**config.mk**
```make
export PLATFORM = sky130hd
export DESIGN_NAME = can_rx_dispatch_flat
export DESIGN_NICKNAME = d
export VERILOG_FILES = /design/src/rtl/can_rx_dispatch_if.sv /design/src/rtl/can_rx_dispatch.sv /design/src/flat_wrapper.sv
export SDC_FILE = /design/constraint.sdc
export NUM_CORES = 1
export LEC_CHECK = 0
export ABC_AREA = 1
export BUFFER_PORTS_ARGS = -buffer_cell sky130_fd_sc_hd__buf_2
export CORE_AREA = 4 4 209 211
export CTS_BUF_LIST = sky130_fd_sc_hd__clkbuf_2 sky130_fd_sc_hd__clkbuf_4 sky130_fd_sc_hd__clkbuf_8
export CTS_CLUSTER_SIZE = 8
export DETAILED_ROUTE_END_ITERATION = 10
export DIE_AREA = 0 0 213 215
export SLEW_MARGIN = 10
export SYNTH_ARGS = -nofsm -noshare
export SYNTH_HDL_FRONTEND = slang
export SYNTH_SLANG_ARGS = --single-unit
```
**constraint.sdc**
```tcl
create_clock -name i_sys_clk -period 5.1 [get_ports i_sys_clk]
set_clock_uncertainty 0.2 [all_clocks]
set_input_delay 0.51 -clock i_sys_clk [delete_from_list [all_inputs] [get_ports i_sys_clk]]
set_output_delay 0.51 -clock i_sys_clk [all_outputs]
set_load 0.01 [all_outputs]
```
**src/rtl/can_rx_dispatch_if.sv**
```systemverilog
// Bus between the CAN core / filter registers and the RX dispatcher.
// master = core side driving frames and filter setup, slave = can_rx_dispatch.
interface can_rx_dispatch_if #(
    parameter int NUM_FILT = 4
);
    logic                     i_cen;
    logic                     i_rx_valid;
    logic [127:0]             i_rx_data;
    logic                     i_rx_full;
    logic [NUM_FILT-1:0]      i_filt_en;
    logic [32*NUM_FILT-1:0]   i_filt_mask;
    logic [32*NUM_FILT-1:0]   i_filt_id;
    logic                     i_drop_clr;
    logic [127:0]             o_fifo_data;
    logic                     o_fifo_w_en;
    logic                     o_rx_ok;
    logic                     o_filt_rej;
    logic                     o_rx_ovf;
    logic                     o_rx_lost;
    logic                     o_busy;
    logic [7:0]               o_drop_cnt;

    modport master (
        output i_cen, i_rx_valid, i_rx_data, i_rx_full, i_filt_en, i_filt_mask, i_filt_id, i_drop_clr,
        input  o_fifo_data, o_fifo_w_en, o_rx_ok, o_filt_rej, o_rx_ovf, o_rx_lost, o_busy, o_drop_cnt
    );

    modport slave (
        input  i_cen, i_rx_valid, i_rx_data, i_rx_full, i_filt_en, i_filt_mask, i_filt_id, i_drop_clr,
        output o_fifo_data, o_fifo_w_en, o_rx_ok, o_filt_rej, o_rx_ovf, o_rx_lost, o_busy, o_drop_cnt
    );
endinterface

```
**src/rtl/can_rx_dispatch.sv**
```systemverilog
// RX dispatcher: latches decoded CAN frames, runs acceptance filtering and writes accepted frames
// to the RX FIFO. Optional feature macro CAN_RXDISP_TIMESTAMP_EN stamps frame bits [79:64].
module can_rx_dispatch #(
    parameter int NUM_FILT = 4
) (
    input  logic              i_sys_clk,
    input  logic              i_reset,
    can_rx_dispatch_if.slave  bus
);
    typedef enum logic [1:0] {IDLE, CHECK, WRITE, DROP} state_t;

    state_t       state, next_state;
    logic [127:0] latch_data;
    logic [127:0] frame_in;
    logic         ovf_flag;
    logic         lost_q;
    logic [7:0]   drop_cnt;
    logic         pass;
    logic         ovf_evt;
    logic         lost_evt;

    function automatic logic [7:0] sat_add(input logic [7:0] cnt, input logic [1:0] inc);
        logic [8:0] sum;
        sum = {1'b0, cnt} + {7'b0, inc};
        return sum[8] ? 8'hFF : sum[7:0];
    endfunction

`ifdef CAN_RXDISP_TIMESTAMP_EN
    logic [15:0] ts_cnt;

    always_ff @(posedge i_sys_clk or posedge i_reset) begin
        if (i_reset) ts_cnt <= '0;
        else         ts_cnt <= ts_cnt + 16'd1;
    end

    assign frame_in = {bus.i_rx_data[127:80], ts_cnt, bus.i_rx_data[63:0]};
`else
    assign frame_in = bus.i_rx_data;
`endif

    // An empty enable set accepts everything; otherwise any enabled matching filter accepts.
    always_comb begin
        pass = (bus.i_filt_en == '0);
        for (int n = 0; n < NUM_FILT; n++) begin
            if (bus.i_filt_en[n] &&
                ((latch_data[127:96] & bus.i_filt_mask[32*n +: 32]) ==
                 (bus.i_filt_id[32*n +: 32] & bus.i_filt_mask[32*n +: 32])))
                pass = 1'b1;
        end
    end

    assign ovf_evt  = (state == CHECK) && pass && bus.i_rx_full;
    assign lost_evt = bus.i_cen && bus.i_rx_valid && (state != IDLE);

    always_ff @(posedge i_sys_clk or posedge i_reset) begin
        if (i_reset) state <= IDLE;
        else         state <= next_state;
    end

    always_comb begin
        next_state = state;
        case (state)
            IDLE:    if (bus.i_cen && bus.i_rx_valid) next_state = CHECK;
            CHECK:   next_state = (pass && !bus.i_rx_full) ? WRITE : DROP;
            WRITE:   next_state = IDLE;
            DROP:    next_state = IDLE;
            default: next_state = IDLE;
        endcase
    end

    // Frame latch, drop-reason flag, lost pulse and the saturating drop counter.
    always_ff @(posedge i_sys_clk or posedge i_reset) begin
        if (i_reset) begin
            latch_data <= '0;
            ovf_flag   <= 1'b0;
            lost_q     <= 1'b0;
            drop_cnt   <= '0;
        end else begin
            if (state == IDLE && bus.i_cen && bus.i_rx_valid) latch_data <= frame_in;
            if (state == CHECK) ovf_flag <= ovf_evt;
            lost_q <= lost_evt;
            if (bus.i_drop_clr) drop_cnt <= '0;
            else                drop_cnt <= sat_add(drop_cnt, {1'b0, ovf_evt} + {1'b0, lost_evt});
        end
    end

    always_comb begin
        bus.o_fifo_data = latch_data;
        bus.o_fifo_w_en = (state == WRITE);
        bus.o_rx_ok     = (state == WRITE);
        bus.o_filt_rej  = (state == DROP) && !ovf_flag;
        bus.o_rx_ovf    = (state == DROP) && ovf_flag;
        bus.o_rx_lost   = lost_q;
        bus.o_busy      = (state != IDLE);
        bus.o_drop_cnt  = drop_cnt;
    end
endmodule

```
**src/flat_wrapper.sv**
```systemverilog
// flat-port wrapper written by rule: the top's interface ports become plain ports
module can_rx_dispatch_flat 
#(
    parameter int NUM_FILT = 4
)
  (i_sys_clk, i_reset, bus_i_cen, bus_i_rx_valid, bus_i_rx_data, bus_i_rx_full, bus_i_filt_en, bus_i_filt_mask, bus_i_filt_id, bus_i_drop_clr, bus_o_fifo_data, bus_o_fifo_w_en, bus_o_rx_ok, bus_o_filt_rej, bus_o_rx_ovf, bus_o_rx_lost, bus_o_busy, bus_o_drop_cnt);
  can_rx_dispatch_if #(.NUM_FILT(NUM_FILT)) bus_i ();
  input  logic i_sys_clk;
  input  logic i_reset;
  input wire logic [$bits(bus_i.i_cen)-1:0] bus_i_cen;
  input wire logic [$bits(bus_i.i_rx_valid)-1:0] bus_i_rx_valid;
  input wire logic [$bits(bus_i.i_rx_data)-1:0] bus_i_rx_data;
  input wire logic [$bits(bus_i.i_rx_full)-1:0] bus_i_rx_full;
  input wire logic [$bits(bus_i.i_filt_en)-1:0] bus_i_filt_en;
  input wire logic [$bits(bus_i.i_filt_mask)-1:0] bus_i_filt_mask;
  input wire logic [$bits(bus_i.i_filt_id)-1:0] bus_i_filt_id;
  input wire logic [$bits(bus_i.i_drop_clr)-1:0] bus_i_drop_clr;
  output wire logic [$bits(bus_i.o_fifo_data)-1:0] bus_o_fifo_data;
  output wire logic [$bits(bus_i.o_fifo_w_en)-1:0] bus_o_fifo_w_en;
  output wire logic [$bits(bus_i.o_rx_ok)-1:0] bus_o_rx_ok;
  output wire logic [$bits(bus_i.o_filt_rej)-1:0] bus_o_filt_rej;
  output wire logic [$bits(bus_i.o_rx_ovf)-1:0] bus_o_rx_ovf;
  output wire logic [$bits(bus_i.o_rx_lost)-1:0] bus_o_rx_lost;
  output wire logic [$bits(bus_i.o_busy)-1:0] bus_o_busy;
  output wire logic [$bits(bus_i.o_drop_cnt)-1:0] bus_o_drop_cnt;
  assign bus_i.i_cen = bus_i_cen;
  assign bus_i.i_rx_valid = bus_i_rx_valid;
  assign bus_i.i_rx_data = bus_i_rx_data;
  assign bus_i.i_rx_full = bus_i_rx_full;
  assign bus_i.i_filt_en = bus_i_filt_en;
  assign bus_i.i_filt_mask = bus_i_filt_mask;
  assign bus_i.i_filt_id = bus_i_filt_id;
  assign bus_i.i_drop_clr = bus_i_drop_clr;
  assign bus_o_fifo_data = bus_i.o_fifo_data;
  assign bus_o_fifo_w_en = bus_i.o_fifo_w_en;
  assign bus_o_rx_ok = bus_i.o_rx_ok;
  assign bus_o_filt_rej = bus_i.o_filt_rej;
  assign bus_o_rx_ovf = bus_i.o_rx_ovf;
  assign bus_o_rx_lost = bus_i.o_rx_lost;
  assign bus_o_busy = bus_i.o_busy;
  assign bus_o_drop_cnt = bus_i.o_drop_cnt;
  can_rx_dispatch #(.NUM_FILT(NUM_FILT)) u_core (.i_sys_clk(i_sys_clk), .i_reset(i_reset), .bus(bus_i));
endmodule
```
==> impl_metrics.py, run 1 <==
metrics = {
    "outcome": {
        "outcome": "finished, final reports clean",
    },
    "floorplan": {
        "chipHeight_um": 215,
        "io_pins": 536,
        "num_rows": 75,
        "core_mm2": 0.0418,
        "initial_core_util_pct": 18.7,
        "fp.dieW_um": 213,
        "die_area_mm2": 0.0458,
    },
    "critical_path": {
        "cp-startpoint": "u_core.bus.o_fifo_data[110]",
        "worst_setup_path_start_kind": "flop",
        "cp.arrival_ps": 4200,
        "regToRegSetupSlack_ps": 1100,
        "worstReg2RegStart": "u_core.bus.o_fifo_data[110]",
        "cp.required_ps": 5310,
        "path_cells": "inv_1 > nand3_1 > nand2_1 > nor2_1 > nand3_1 > nor2_1 > nand3_1 > nand2_1 > nor2_1 > nand2_2 > nand2_2 > fa_1 > inv_1 > ha_1 > nand2_1 > nor3_1 > inv_1 > nor2_1 > nand2_1 > inv_1 > o21ai_0 > inv_1",
        "critPathKind": "reg2reg",
        "reg2reg_to": "u_core.bus.o_drop_cnt[5]",
        "max_stage_delay_ps": 570,
        "slowest_stage": "dfrtp_1",
        "timing.critical_path.buf_inv": 5,
        "cpMostUsedCell": "inv_1",
        "cpLargestDelayFamily": "simple AND/OR/NAND/NOR gates",
        "ff2ff_path_depth": 22,
        "worstPathMaxFanout": 8,
        "cp-end-kind": "flop",
    },
    "grt": {
        "globalRouteMet1Util_pct": 16.4,
        "met2_usage_pct": 25.0,
        "grt_util_all_layers_pct": 14.4,
        "grt_pass1_wl_um": 50200,
        "antenna_found_initial": 2,
        "grt_max_degree": 113,
        "grt_overflow": 0,
        "grt-busiest-layer": "met2",
        "grt_pass1_vias": 8943,
        "grt_util_met3_pct": 4.16,
    },
    "layout": {
        "final_nets": 1947,
        "drive_gt1_share_pct": 43.7,
        "register_area_mm2": 0.00350,
        "fillers": 4534,
        "final_cell_mix": "535 x buf_2, 240 x nand2_1, 140 x dfrtp_1, 121 x inv_1, 107 x nor2_1",
        "multi_input_area_mm2": 0.00372,
        "mostFrequentLayoutCell": "buf_2",
        "syn2layout_area_growth_pct": 52.5,
    },
    "drt": {
        "vias_per_cell": 4.09,
        "dr_total_vias": 8606,
        "routedWlPerCell_um": 16.4,
        "dr.pass1.iters": 4,
        "drc_errors": 0,
        "routed_wl_um": 34400,
        "drt_iter0_drc": 350,
        "ant_nets": 0,
    },
    "clock_network": {
        "cts_tree": "done",
        "clock_path_buffers": 2,
        "clkTransAtPathRegs_ps": 100,
        "clkLatencyLatePin_ps": 480,
        "clkSinkCount": 140,
        "cts-root-buf": "clkbuf_8",
        "cts_max_level": 4,
        "cts_buffers": 17,
    },
    "synthesis": {
        "synth_seq_cells": 140,
        "synthCells": 971,
        "avgSynthCellArea_um2": 8.03,
        "seq_area_frac_synth_pct": 44.9,
        "syn_nets": 1367,
        "yosysWarnings": 0,
        "synth_cell_types": 28,
        "synth_area_mm2": 0.00780,
    },
    "min_path": {
        "holdCritStartpoint": "bus_i_rx_data[15]",
        "hold-path-endpoint": "u_core.bus.o_fifo_data[15]",
        "whs_path_depth": 2,
        "min-delay-path-class": "in2reg",
    },
    "timing": {
        "hold_viol": 0,
        "finalCriticalPeriod_ps": 4000,
        "post-route-period-util_pct": 78.3,
        "drv_slew": 0,
        "max_freq_ghz": 0.250,
        "rsz0062_at_grt": "false",
        "setup_tns_ps": 0,
        "worst_pin_slew_ps": 889,
        "slew_headroom_pct": 40.7,
        "setup_ws_ps": 1100,
        "setup_viol": 0,
    },
    "placed_design": {
        "port_buffers": 535,
        "place_congestion": 0.913,
        "place_ws_ps": 1000,
        "detailed_place_hpwl_um": 28200,
    },
    "power_and_ir_drop": {
        "ir_drop_mv": 0.313,
        "powerDensity_mw_per_mm2": 456,
        "power.leakage_nw": 6.52,
    },
    "run": {
        "max-cap-violations": 0,
    },
}
power by group:
group	switching (mW)	internal, mW
Combinational	1.30	1.11
Clock	0.530	0.382
Sequential	0.480	1.63
Total	2.31	3.11
registers in the layout (all words and copies together) (netlist names):
name                    flops
u_core.bus.o_drop_cnt       8
u_core.bus.o_fifo_data    128
u_core.bus.o_rx_lost        1
u_core.ovf_flag             1
u_core.state                2
worst reg2reg max path: stages, from the launching register on:
cell and delay [ps]:
dfrtp_1 570, inv_1 130, nand3_1 90, nand2_1 80
nor2_1 300, nand3_1 270, nor2_1 350, nand3_1 120
nand2_1 90, nor2_1 50, nand2_2 120, nand2_2 90
fa_1 360, inv_1 80, ha_1 200, nand2_1 70
nor3_1 170, inv_1 100, nor2_1 100, nand2_1 140
inv_1 110, o21ai_0 80, inv_1 60
repair_timing:
item,4_1_cts,5_1_grt
buffers inserted,0,0
hold buffers,45,0
hold endpoints to repair,123,0
gates resized for setup,0,0
cell families (layout without fill, tap and decap cells):
logic type                 after synthesis  count (layout)  synth area share (%)
xor gates and xnor gates                 5               5                 0.561
adders and majority gates                2               2                 0.417
DFF                                    140             140                  44.9
and+or+nand+nor                        487             487                  26.2
buffers and inverters                  144             737                  7.59
AOI/OAI and AO/OA                       95              95                  6.14
other                                    0               2                     0
muxes                                   98              98                  14.1
cell type report:
type | instances | area share, %
diodes | 2 | 0.0421
clock buffers | 19 | 2.20
clock inverters | 13 | 0.999
inverters | 122 | 3.89
multi-input cells | 687 | 31.3
flip-flops and latches | 140 | 29.4
well taps | 539 | 5.67
repair buffers | 583 | 26.5
cells in the mapped netlist:
master | n | area, um2
nor3_1 | 4 | 20.0
nor2_2 | 2 | 12.5
a21oi_1 | 58 | 290
or2_0 | 3 | 18.8
nand2_1 | 240 | 901
buf_4 | 6 | 45.0
nand2_2 | 4 | 25.0
or2_1 | 7 | 43.8
nand3b_1 | 4 | 30.0
inv_1 | 122 | 458
fa_1 | 1 | 20.0
buf_6 | 2 | 22.5
and3_1 | 1 | 6.26
xnor2_1 | 1 | 8.76
or2_2 | 8 | 50.1
a211oi_1 | 1 | 7.51
o21ai_0 | 35 | 175
ha_1 | 1 | 12.5
nand3_1 | 106 | 531
buf_2 | 10 | 50.1
nor2_1 | 107 | 402
clkbuf_1 | 3 | 11.3
clkbuf_2 | 1 | 5.00
mux2_2 | 98 | 1100
dfrtp_1 | 140 | 3500
xor2_1 | 4 | 35.0
or4_1 | 1 | 7.51
a31oi_1 | 1 | 6.26
stage by stage:
stage | instance area [um2] | instances | hold WS (ps) | utilization (%) | power (mW)
floorplan | 7800 | 971 | 271 | - | 3.37
global placement | 11100 | 2026 | 283 | 26.5 | 4.47
global route | 11900 | 2104 | 4.44 | 28.5 | 5.85
CTS | 11900 | 2103 | 0.305 | 28.5 | 5.50
finish | 11900 | 2105 | 64.9 | 28.5 | 5.42
detailed placement | 11100 | 2026 | 287 | 26.5 | 4.53
worst max path at each step:
stage / endpoint / slack [ps] / cells after the start
floorplan: u_core.bus.o_drop_cnt[0] / 640 / 1
global placement: u_core.bus.o_drop_cnt[5] / 1060 / 22
detailed placement: u_core.bus.o_drop_cnt[5] / 1000 / 22
CTS: u_core.bus.o_drop_cnt[5] / 950 / 22
global route: u_core.bus.o_drop_cnt[5] / 640 / 22
finish: u_core.bus.o_drop_cnt[5] / 1100 / 22
per-layer routing:
| layer | up-vias | routed length (um) |
|---|---|---|
| li1 | 4278 | - |
| met1 | 3895 | 13700 |
| met2 | 387 | 16800 |
| met3 | 46 | 2740 |
| met4 | 0 | 1130 |
| met5 | - | 0 |
Note: power is estimated with default switching activity, not from simulation.
==> run 2, diff against run 1 <==
--- a/config.mk
+++ b/config.mk
@@ -5,13 +5,13 @@
 export SDC_FILE = /design/constraint.sdc
 export NUM_CORES = 1
 export LEC_CHECK = 0
-export ABC_AREA = 1
+export ABC_AREA = 0
 export BUFFER_PORTS_ARGS = -buffer_cell sky130_fd_sc_hd__buf_2
-export CORE_AREA = 4 4 209 211
+export CORE_AREA = 4 4 204 206
 export CTS_BUF_LIST = sky130_fd_sc_hd__clkbuf_2 sky130_fd_sc_hd__clkbuf_4 sky130_fd_sc_hd__clkbuf_8
 export CTS_CLUSTER_SIZE = 8
 export DETAILED_ROUTE_END_ITERATION = 10
-export DIE_AREA = 0 0 213 215
+export DIE_AREA = 0 0 208 210
 export SLEW_MARGIN = 10
 export SYNTH_ARGS = -nofsm -noshare
 export SYNTH_HDL_FRONTEND = slang
==> constraint.sdc (replaced) <==
create_clock -name i_sys_clk -period 3.78 [get_ports i_sys_clk]
set_clock_uncertainty 0.2 [all_clocks]
set_input_delay 0.378 -clock i_sys_clk [delete_from_list [all_inputs] [get_ports i_sys_clk]]
set_output_delay 0.378 -clock i_sys_clk [all_outputs]
set_load 0.01 [all_outputs]
==> impl_metrics.py, run 2 <==
metrics = {
    "drt": {
        "routed_wl_um": 39100,
        "vias_per_cell": 4.16,
        "dr.pass1.iters": 4,
        "ant_nets": 0,
        "drc_errors": 0,
        "routedWlPerCell_um": 21.7,
        "drt_iter0_drc": 373,
        "dr_total_vias": 7502,
    },
    "min_path": {
        "min-delay-path-class": "in2reg",
        "holdCritStartpoint": "bus_i_cen",
    },
    "placed_design": {
        "dp.cells": 1634,
        "place_congestion": 1.04,
        "port_buffers": 535,
        "detailed_place_hpwl_um": 31500,
    },
    "synthesis": {
        "synth_edf_count": 0,
        "synth_cell_types": 36,
        "yosysWarnings": 0,
        "synth_flop_cell": "dfrtp_1",
        "yosysMostFrequentCell": "dfrtp_1",
        "ys_async_sr_fraction_pct": 100,
        "syn_nets": 972,
        "avgSynthCellArea_um2": 12.6,
        "synth_top_area_share_pct": 48.3,
        "yosys-top-cells-count": "140 x dfrtp_1, 129 x xor2_1, 128 x mux2_2",
        "seq_area_frac_synth_pct": 48.3,
        "synth_seq_cells": 140,
        "synth_area_mm2": 0.00726,
        "synthCells": 576,
        "synth_area_leader_cell": "dfrtp_1",
        "synth_area_leaders": "dfrtp_1 48%, mux2_2 20%, xor2_1 16%",
    },
    "clock_network": {
        "clkSinkCount": 140,
        "cts-root-buf": "clkbuf_8",
        "cts_tree": "done",
        "cts_max_level": 4,
        "clkTransAtPathRegs_ps": 90,
        "clock_path_buffers": 2,
        "clkLatencyLatePin_ps": 470,
        "cts_buffers": 17,
    },
    "critical_path": {
        "slowest_stage": "dfrtp_2",
        "worst_setup_path_start_kind": "flop",
        "critPathKind": "reg2reg",
        "path_cells": "xor2_1 > a22oi_1 > nand4_1 > or3_1 > o32a_1 > nand3_2 > nand3_1 > fa_1 > inv_1 > ha_1 > and4_1 > nand4_1 > buf_4 > a21oi_1",
        "worstReg2RegStart": "u_core.bus.o_fifo_data[111]",
        "worstPathMaxFanout": 6,
        "max_stage_delay_ps": 480,
        "cp.arrival_ps": 3840,
        "cp.required_ps": 3970,
        "cp-end-kind": "flop",
        "cp-startpoint": "u_core.bus.o_fifo_data[111]",
        "cpMostUsedCell": "nand4_1",
    },
    "timing": {
        "hold_viol": 0,
        "finalCriticalPeriod_ps": 3650,
        "max_freq_ghz": 0.274,
        "post-route-period-util_pct": 96.5,
        "setup_viol": 0,
        "slew_headroom_pct": 44.2,
        "timing.hold.ws_ps": 88.1,
        "rsz0062_at_grt": "false",
        "worst_pin_slew_ps": 835,
        "drv_slew": 0,
    },
    "layout": {
        "mostFrequentLayoutCell": "buf_2",
        "final_nets": 1659,
        "fillers": 4073,
        "drive_gt1_share_pct": 59.9,
        "syn2layout_area_growth_pct": 72.8,
        "largest_register_ffs": 128,
        "final_cell_mix": "535 x buf_2, 134 x dfrtp_1, 133 x dlygate4sd3_1, 129 x xor2_1, 128 x mux2_2",
        "fin_cells": 1803,
    },
    "floorplan": {
        "chipHeight_um": 210,
        "initial_core_util_pct": 18.3,
        "die_area_mm2": 0.0437,
        "num_rows": 73,
        "core_mm2": 0.0396,
        "fp.dieW_um": 208,
        "io_pins": 536,
    },
    "power_and_ir_drop": {
        "power.leakage_nw": 6.18,
        "ir_drop_mv": 0.399,
        "power_mw": 8.43,
        "powerDensity_mw_per_mm2": 672,
    },
    "grt": {
        "grt_overflow": 0,
        "grt_pass1_vias": 8365,
        "grt_pass1_wl_um": 55500,
        "antenna_found_initial": 7,
        "grt_max_degree": 84,
        "grt_util_all_layers_pct": 17.2,
    },
    "run": {
        "max-cap-violations": 0,
    },
    "outcome": {
        "outcome": "finished, final reports clean",
    },
}
==> run 2: cell families after synthesis <==
group,after synthesis,share of synthesized area [%]
AO/OA/AOI/OAI,72,7.69
XOR/XNOR,131,15.8
adder cells (fa/ha/maj),2,0.448
buffers and inverters,54,3.98
flip-flops,140,48.3
multiplexers,129,20.0
AND/OR/NAND/NOR,48,3.79
==> run 2: worst paths after layout <==
check / end / slack, ps / depth (start not counted)
setup / recovery: u_core.bus.o_drop_cnt[2] / 130 / 14
hold / removal: u_core.bus.o_rx_lost / 90 / 3
setup reg to reg: u_core.bus.o_drop_cnt[2] / 130 / 14
hold reg to reg: u_core.bus.o_fifo_data[19] / 300 / 1
max in group asynchronous: u_core.bus.o_fifo_data[23] / 2030 / 4
min in group asynchronous: u_core.bus.o_fifo_data[0] / 400 / 3
==> run 2: area by class of cell <==
type                    count  area [um2]  share of cell area (%)
inverters                   6        26.3                   0.209
multi-input cells         382        3520                    28.1
flip-flops and latches    140        3510                    28.0
well taps                 525         657                    5.24
repair buffers            716        4410                    35.1
diodes                      2        5.00                  0.0399
clock inverters            13         168                    1.34
clock buffers              19         249                    1.99
==> run 2: critical path, delay by kind of cell (launching register included) <==
kind	cells	cell delay [ps]
AOI/OAI and AO/OA	3	640
xor gates and xnor gates	1	180
adders and majority gates	2	550
buffers and inverters	2	250
DFF	1	480
and+or+nand+nor	6	1260
==> run 2: layer usage <==
layer,GRT usage (%),routed length (um)
met5,0,34
met4,6.39,1230
met3,5.89,3170
met2,31.3,20300
met1,18.7,14400
==> run 2: power by group <==
group,internal (mW),total [mW],switching [mW]
clock network,0.671,1.33,0.662
registers,2.22,2.86,0.637
logic,2.11,4.24,2.13
total,5.00,8.43,3.43
==> run 2: repair_timing <==
action	CTS	global route
hold buffers	133	0
setup endpoints to repair	8	8
gates resized for setup	8	8
setup buffers	1	1
endpoints found under the hold margin	165	0
cloned	0	0
pin swaps	4	4
==> run 2: through the flow <==
stage / utilization (%) / instance area, um2 / setup WS (ps) / setup TNS [ps]
after CTS: 31.5 / 12500 / 38.4 / 0
after floorplan: - / 7260 / 553 / 0
after detailed placement: 27.0 / 10700 / -125 / -745
after global placement: 27.0 / 10700 / -140 / -819
after global routing: 31.6 / 12500 / 14.9 / 0
final: 31.6 / 12500 / 131 / 0
